### src/rtl/ram_req_arbiter.sv
// rtl/ram_req_arbiter.sv - round-robin arbiter for one RAM port with read routing and write hazard blocking (optional ECC status: ARB_ECC_EN)
module ram_req_arbiter #(
  parameter int NUM_REQ    = 2,
  parameter int DATA_WIDTH = 8,
  parameter int ADDR_WIDTH = 4,
  parameter int RD_LATENCY = 2,
  parameter int WR_LATENCY = 1
) (
  input  logic                             clk,
  input  logic                             rst,
  input  logic [NUM_REQ-1:0]               i_req,
  input  logic [NUM_REQ-1:0]               i_we,
  input  logic [NUM_REQ*ADDR_WIDTH-1:0]    i_addr,
  input  logic [NUM_REQ*DATA_WIDTH-1:0]    i_din,
  output logic [NUM_REQ-1:0]               o_gnt,
  output logic                             o_ram_en,
  output logic                             o_ram_we,
  output logic [ADDR_WIDTH-1:0]            o_ram_addr,
  output logic [DATA_WIDTH-1:0]            o_ram_din,
  input  logic [DATA_WIDTH-1:0]            i_ram_dout,
`ifdef ARB_ECC_EN
  input  logic [1:0]                       i_ram_error,
  output logic [1:0]                       o_rerror,
  output logic [7:0]                       o_err_cnt,
`endif
  output logic [NUM_REQ-1:0]               o_rvalid,
  output logic [DATA_WIDTH-1:0]            o_rdata
);

  localparam int IDW = (NUM_REQ > 1) ? $clog2(NUM_REQ) : 1;

  // round-robin pointer: first requester examined in the next search
  logic [IDW-1:0]                          r_ptr;

  // registered RAM command
  logic                                    r_ram_en;
  logic                                    r_ram_we;
  logic [ADDR_WIDTH-1:0]                   r_ram_addr;
  logic [DATA_WIDTH-1:0]                   r_ram_din;

  // read tag pipeline: stage RD_LATENCY lines up with i_ram_dout
  logic [RD_LATENCY:0]                     r_tg_vld;
  logic [RD_LATENCY:0][IDW-1:0]            r_tg_id;

  // write hazard pipeline: an entry lives from grant until WR_LATENCY cycles after issue
  logic [WR_LATENCY:0]                     r_hz_vld;
  logic [WR_LATENCY:0][ADDR_WIDTH-1:0]     r_hz_addr;

  // read return registers
  logic [NUM_REQ-1:0]                      r_rvalid;
  logic [DATA_WIDTH-1:0]                   r_rdata;

  logic [NUM_REQ-1:0]                      w_hazard;
  logic [NUM_REQ-1:0]                      w_elig;
  logic [NUM_REQ-1:0]                      w_gnt;
  logic                                    w_any;
  logic [IDW-1:0]                          w_gnt_id;
  logic [IDW:0]                            w_cand;
  logic                                    w_sel_we;
  logic [ADDR_WIDTH-1:0]                   w_sel_addr;
  logic [DATA_WIDTH-1:0]                   w_sel_din;
  logic [IDW-1:0]                          w_ptr_nxt;
  logic [NUM_REQ-1:0]                      w_ret_oh;

  // reads matching any live write address are held back; writes are never masked
  always_comb begin
    w_hazard = '0;
    for (int k = 0; k < NUM_REQ; k++) begin
      for (int s = 0; s <= WR_LATENCY; s++) begin
        if (!i_we[k] && r_hz_vld[s] &&
            (i_addr[k*ADDR_WIDTH +: ADDR_WIDTH] == r_hz_addr[s])) begin
          w_hazard[k] = 1'b1;
        end
      end
    end
  end

  // rotating priority search starting at the pointer; captures the winner's fields
  always_comb begin
    w_elig     = i_req & ~w_hazard;
    w_gnt      = '0;
    w_any      = 1'b0;
    w_gnt_id   = '0;
    w_cand     = '0;
    w_sel_we   = 1'b0;
    w_sel_addr = '0;
    w_sel_din  = '0;
    for (int j = 0; j < NUM_REQ; j++) begin
      w_cand = {1'b0, r_ptr} + (IDW+1)'(j);
      if (w_cand >= (IDW+1)'(NUM_REQ)) begin
        w_cand = w_cand - (IDW+1)'(NUM_REQ);
      end
      for (int k = 0; k < NUM_REQ; k++) begin
        if (!w_any && (w_cand == (IDW+1)'(k)) && w_elig[k]) begin
          w_any      = 1'b1;
          w_gnt[k]   = 1'b1;
          w_gnt_id   = IDW'(k);
          w_sel_we   = i_we[k];
          w_sel_addr = i_addr[k*ADDR_WIDTH +: ADDR_WIDTH];
          w_sel_din  = i_din[k*DATA_WIDTH +: DATA_WIDTH];
        end
      end
    end
    w_ptr_nxt = (w_gnt_id == IDW'(NUM_REQ - 1)) ? '0 : w_gnt_id + IDW'(1);
  end

  // one-hot decode of the requester owning the data now on i_ram_dout
  always_comb begin
    w_ret_oh = '0;
    for (int k = 0; k < NUM_REQ; k++) begin
      w_ret_oh[k] = r_tg_vld[RD_LATENCY] && (r_tg_id[RD_LATENCY] == IDW'(k));
    end
  end

  // pointer advance and command register; addr/din hold across idle cycles
  always_ff @(posedge clk or posedge rst) begin
    if (rst) begin
      r_ptr      <= '0;
      r_ram_en   <= 1'b0;
      r_ram_we   <= 1'b0;
      r_ram_addr <= '0;
      r_ram_din  <= '0;
    end else begin
      r_ram_en <= w_any;
      r_ram_we <= w_any & w_sel_we;
      if (w_any) begin
        r_ptr      <= w_ptr_nxt;
        r_ram_addr <= w_sel_addr;
        r_ram_din  <= w_sel_din;
      end
    end
  end

  // read tag and write hazard shift registers
  always_ff @(posedge clk or posedge rst) begin
    if (rst) begin
      r_tg_vld  <= '0;
      r_tg_id   <= '0;
      r_hz_vld  <= '0;
      r_hz_addr <= '0;
    end else begin
      r_tg_vld[0]  <= w_any & ~w_sel_we;
      r_tg_id[0]   <= w_gnt_id;
      r_hz_vld[0]  <= w_any & w_sel_we;
      r_hz_addr[0] <= w_sel_addr;
      for (int s = 1; s <= RD_LATENCY; s++) begin
        r_tg_vld[s] <= r_tg_vld[s-1];
        r_tg_id[s]  <= r_tg_id[s-1];
      end
      for (int s = 1; s <= WR_LATENCY; s++) begin
        r_hz_vld[s]  <= r_hz_vld[s-1];
        r_hz_addr[s] <= r_hz_addr[s-1];
      end
    end
  end

  // route returned data to its issuer; data holds between returns
  always_ff @(posedge clk or posedge rst) begin
    if (rst) begin
      r_rvalid <= '0;
      r_rdata  <= '0;
    end else begin
      r_rvalid <= w_ret_oh;
      if (r_tg_vld[RD_LATENCY]) begin
        r_rdata <= i_ram_dout;
      end
    end
  end

`ifdef ARB_ECC_EN
  logic [1:0] r_rerror;
  logic [7:0] r_err_cnt;

  // error status follows the data; counter saturates at 255
  always_ff @(posedge clk or posedge rst) begin
    if (rst) begin
      r_rerror  <= '0;
      r_err_cnt <= '0;
    end else if (r_tg_vld[RD_LATENCY]) begin
      r_rerror <= i_ram_error;
      if ((i_ram_error != 2'b00) && (r_err_cnt != 8'hFF)) begin
        r_err_cnt <= r_err_cnt + 8'd1;
      end
    end
  end

  assign o_rerror  = r_rerror;
  assign o_err_cnt = r_err_cnt;
`endif

  assign o_gnt      = w_gnt;
  assign o_ram_en   = r_ram_en;
  assign o_ram_we   = r_ram_we;
  assign o_ram_addr = r_ram_addr;
  assign o_ram_din  = r_ram_din;
  assign o_rvalid   = r_rvalid;
  assign o_rdata    = r_rdata;

endmodule

### config.mk
export PLATFORM = sky130hd
export DESIGN_NAME = ram_req_arbiter
export DESIGN_NICKNAME = d
export VERILOG_FILES = /design/src/rtl/ram_req_arbiter.sv
export SDC_FILE = /design/constraint.sdc
export NUM_CORES = 1
export LEC_CHECK = 0
export CORE_ASPECT_RATIO = 0.5
export CORE_MARGIN = 2
export CORE_UTILIZATION = 35
export CTS_CLUSTER_SIZE = 16
export DETAILED_ROUTE_END_ITERATION = 16
export GPL_TIMING_DRIVEN = 1
export PLACE_DENSITY_LB_ADDON = 0.2
export SLEW_MARGIN = 0
export SYNTH_ARGS = -nofsm -noshare
export SYNTH_HDL_FRONTEND = slang
export SYNTH_SLANG_ARGS = --single-unit
### constraint.sdc
create_clock -name clk -period 5 [get_ports clk]
set_clock_uncertainty 0.05 [all_clocks]
set_input_delay 0.75 -clock clk [delete_from_list [all_inputs] [get_ports clk]]
set_output_delay 0.75 -clock clk [all_outputs]
set_load 0.01 [all_outputs]
==> metrics <==
clk buf depth=2; via count=1452; period utilization=74.6%; unique cell type count in the Yosys netlist=30; Clk network pwr share=25.8%; beginning of the critical path=i_addr[7]; WHS Path Cells=0; post-DR wirelength/cell=14.3 µm; top cell type's share of synthesized area=52.4%; total track usage=15.0%; Pint=622 µW; Pleak=1.14 nW; largest cells by area after synthesis=dfrtp_1, a221oi_1, inv_1, mux2_2, xnor2_1; sequential power share=46.4%; Final Slew Violations=0; Ys Warns=0; clock slew at reported path FFs=0.07 ns; Switch Pwr=245 µW; commonest cells in the netlist=dfrtp_1, inv_1, a221oi_1; DRC=0; DIE AREA=0.00611 mm²; Post-DP HPWL=3.04 mm; FF-to-FF Start=r_hz_addr[0]; placed instance count=288; max-capacitance violation count=0; H-tree depth=2; Clock Latency Late Sink=0.30 ns; Routability Congestion=0.802; TritonCTS clock tree=done; core area=0.00509 mm²; Comb power frac=27.8%; vias in the first global route=1473; #FFs+latches synth=40; WP data arrival=2.93 ns; Worst Tran Pin Value=0.663 ns; Setup TNS Final=0 ns; Antenna diodes=0; critical path peak fanout=15; via/cell ratio=4.91; f_max=268 MHz; Setup CP Type=in -> out; First-pass DRT Iterations=4; Port-buffer cells=63; CTS buffer count=5; row count=18; Initial DRC Count=58; reg2reg setup slack=2.64 ns; sw frac=28.2%; final-report hold violation count=0; NumNets Final=263; syn avg cell area=11.8 µm²; ys async rst share=100%; most frequent cell after synthesis=dfrtp_1; Post-synth top flop=dfrtp_1; Slew headroom=55.8%; GRT Residual Overflow=0; Worst Hold Launch=r_tg_vld[0]; dpl ws=1.25 ns; Mapped Nets=200; critical path launch point type=input pin; Filler Cells Inserted=452; worst hold slack=0.300 ns; fin cells=296; CTS sink count=40; Hold Path Class=reg -> reg; layout cells sized above 1=12.4%; Area growth, synth to finish=40.1%; EDFF count, synth=0; power per cell area=324 mW/mm²; chip height=56.3 µm; Netlist Area Pre-Place=0.00191 mm²; post-route ant nets=0; initial core utilization=37.6%; Mapped Cells=162; antenna violations before repair=0; status=finished, final reports clean; Setup crit end kind=output pin; Ports=64; worst ir drop on vdd=0.137 mV; Hold-fix buffers, CTS=0; first-pass GRT wire length=7.00 mm; largest area contributor in the netlist=dfrtp_1; Hold EP=r_tg_vld[1]; worst endpoint required time=4.20 ns; Post-CTS Resized=0; post-CTS setup repair buffer count=0; Final WS setup=1.27 ns; largest net degree at the start of global routing=41; Routed WL=4.23 mm; RSZ-0062 raised after global routing=no; Horiz. Die Dim=109 µm; Reg2Reg Depth=5; sequential share of the synthesized area=52.4%; Clock Tree Root=clkbuf_8; # setup viols final=0; fin crit period=3.73 ns; RR Endpoint=o_ram_addr[3]
## worst max-delay path, stage by stage
cell and delay, ns:
clkdlybuf4s50_1 0.57, xor2_1 0.20, nor3_2 0.09, a21oi_2 0.53, o211a_1 0.25, clkdlybuf4s50_1 0.53
## power by group through the flow
stage | combinational, mW | clock [mW] | sequential, mW
finish | 0.241 | 0.223 | 0.403
CTS | 0.244 | 0.229 | 0.403
floorplan | 0.112 | 0 | 0.418
global placement | 0.240 | 0 | 0.408
detailed placement | 0.242 | 0 | 0.409
global route | 0.261 | 0.247 | 0.409
## registers in the layout, indices dropped and copies added, names as in the netlist
name,cells
o_ram_en,1
r_tg_vld,3
o_rdata,8
r_hz_vld,2
o_ram_din,8
o_rvalid,2
r_tg_id,3
o_ram_addr,4
r_ptr,1
r_hz_addr,8
## layout make-up
cell class                      count  area [µm²]  share of cell area, %
Sequential cell                    40        1000                   37.4
Multi-Input combinational cell     84         742                   27.7
Timing Repair Buffer               65         646                   24.1
Inverter                           29         109                   4.06
Tap cell                           70        87.6                   3.27
Clock buffer                        7        86.3                   3.22
Clock inverter                      1        7.51                  0.280
## through the flow
step	util [%]	instance area, µm²	total power [mW]
6_report	52.6	2680	0.867
4_1_cts	52.6	2680	0.876
5_1_grt	52.6	2680	0.917
2_1_floorplan	-	1910	0.529
3_3_place_gp	50.8	2580	0.648
3_5_place_dp	50.8	2580	0.651
## metal layers
layer / vias up / track usage, % / wire length, µm
li1: 697 / - / -
met1: 707 / 18.7 / 1920
met2: 40 / 24.4 / 1970
met3: 8 / 4.41 / 268
met4: 0 / 6.04 / 71
met5: - / 0 / 0
## logic make-up after synthesis
group	Yosys count	share of synthesized area (%)
AOI/OAI and AO/OA	43	21.1
DFF	40	52.4
buffers and inverters	38	8.83
and+or+nand+nor	17	5.69
xor gates and xnor gates	16	7.33
muxes	8	4.71
## layout by cell type, fill, tap and decap left out, types with 2 or more instances in the layout
cell type        count
a21oi_1              3
clkdlybuf4s50_1     63
a221oi_1            20
clkbuf_8             6
xnor2_1             10
a21oi_2              2
buf_4                2
inv_1               28
xor2_1               6
nand3_1              5
a221oi_2             4
nor2b_1              2
o21ai_0              2
a22o_1               5
o211a_1              2
nor2_1               2
nand2_1              2
o21a_1               2
mux2_2               8
dfrtp_1             40
## worst max path at each step
stage / to / cells after the start / slack (ns)
floorplan: o_gnt[0] / 5 / 2.38
global placement: o_gnt[1] / 6 / 1.33
detailed placement: o_gnt[1] / 6 / 1.25
CTS: o_gnt[1] / 6 / 1.25
global route: o_gnt[1] / 6 / 1.13
finish: o_gnt[1] / 6 / 1.27
No activity file was read; power rests on OpenSTA's default activity.
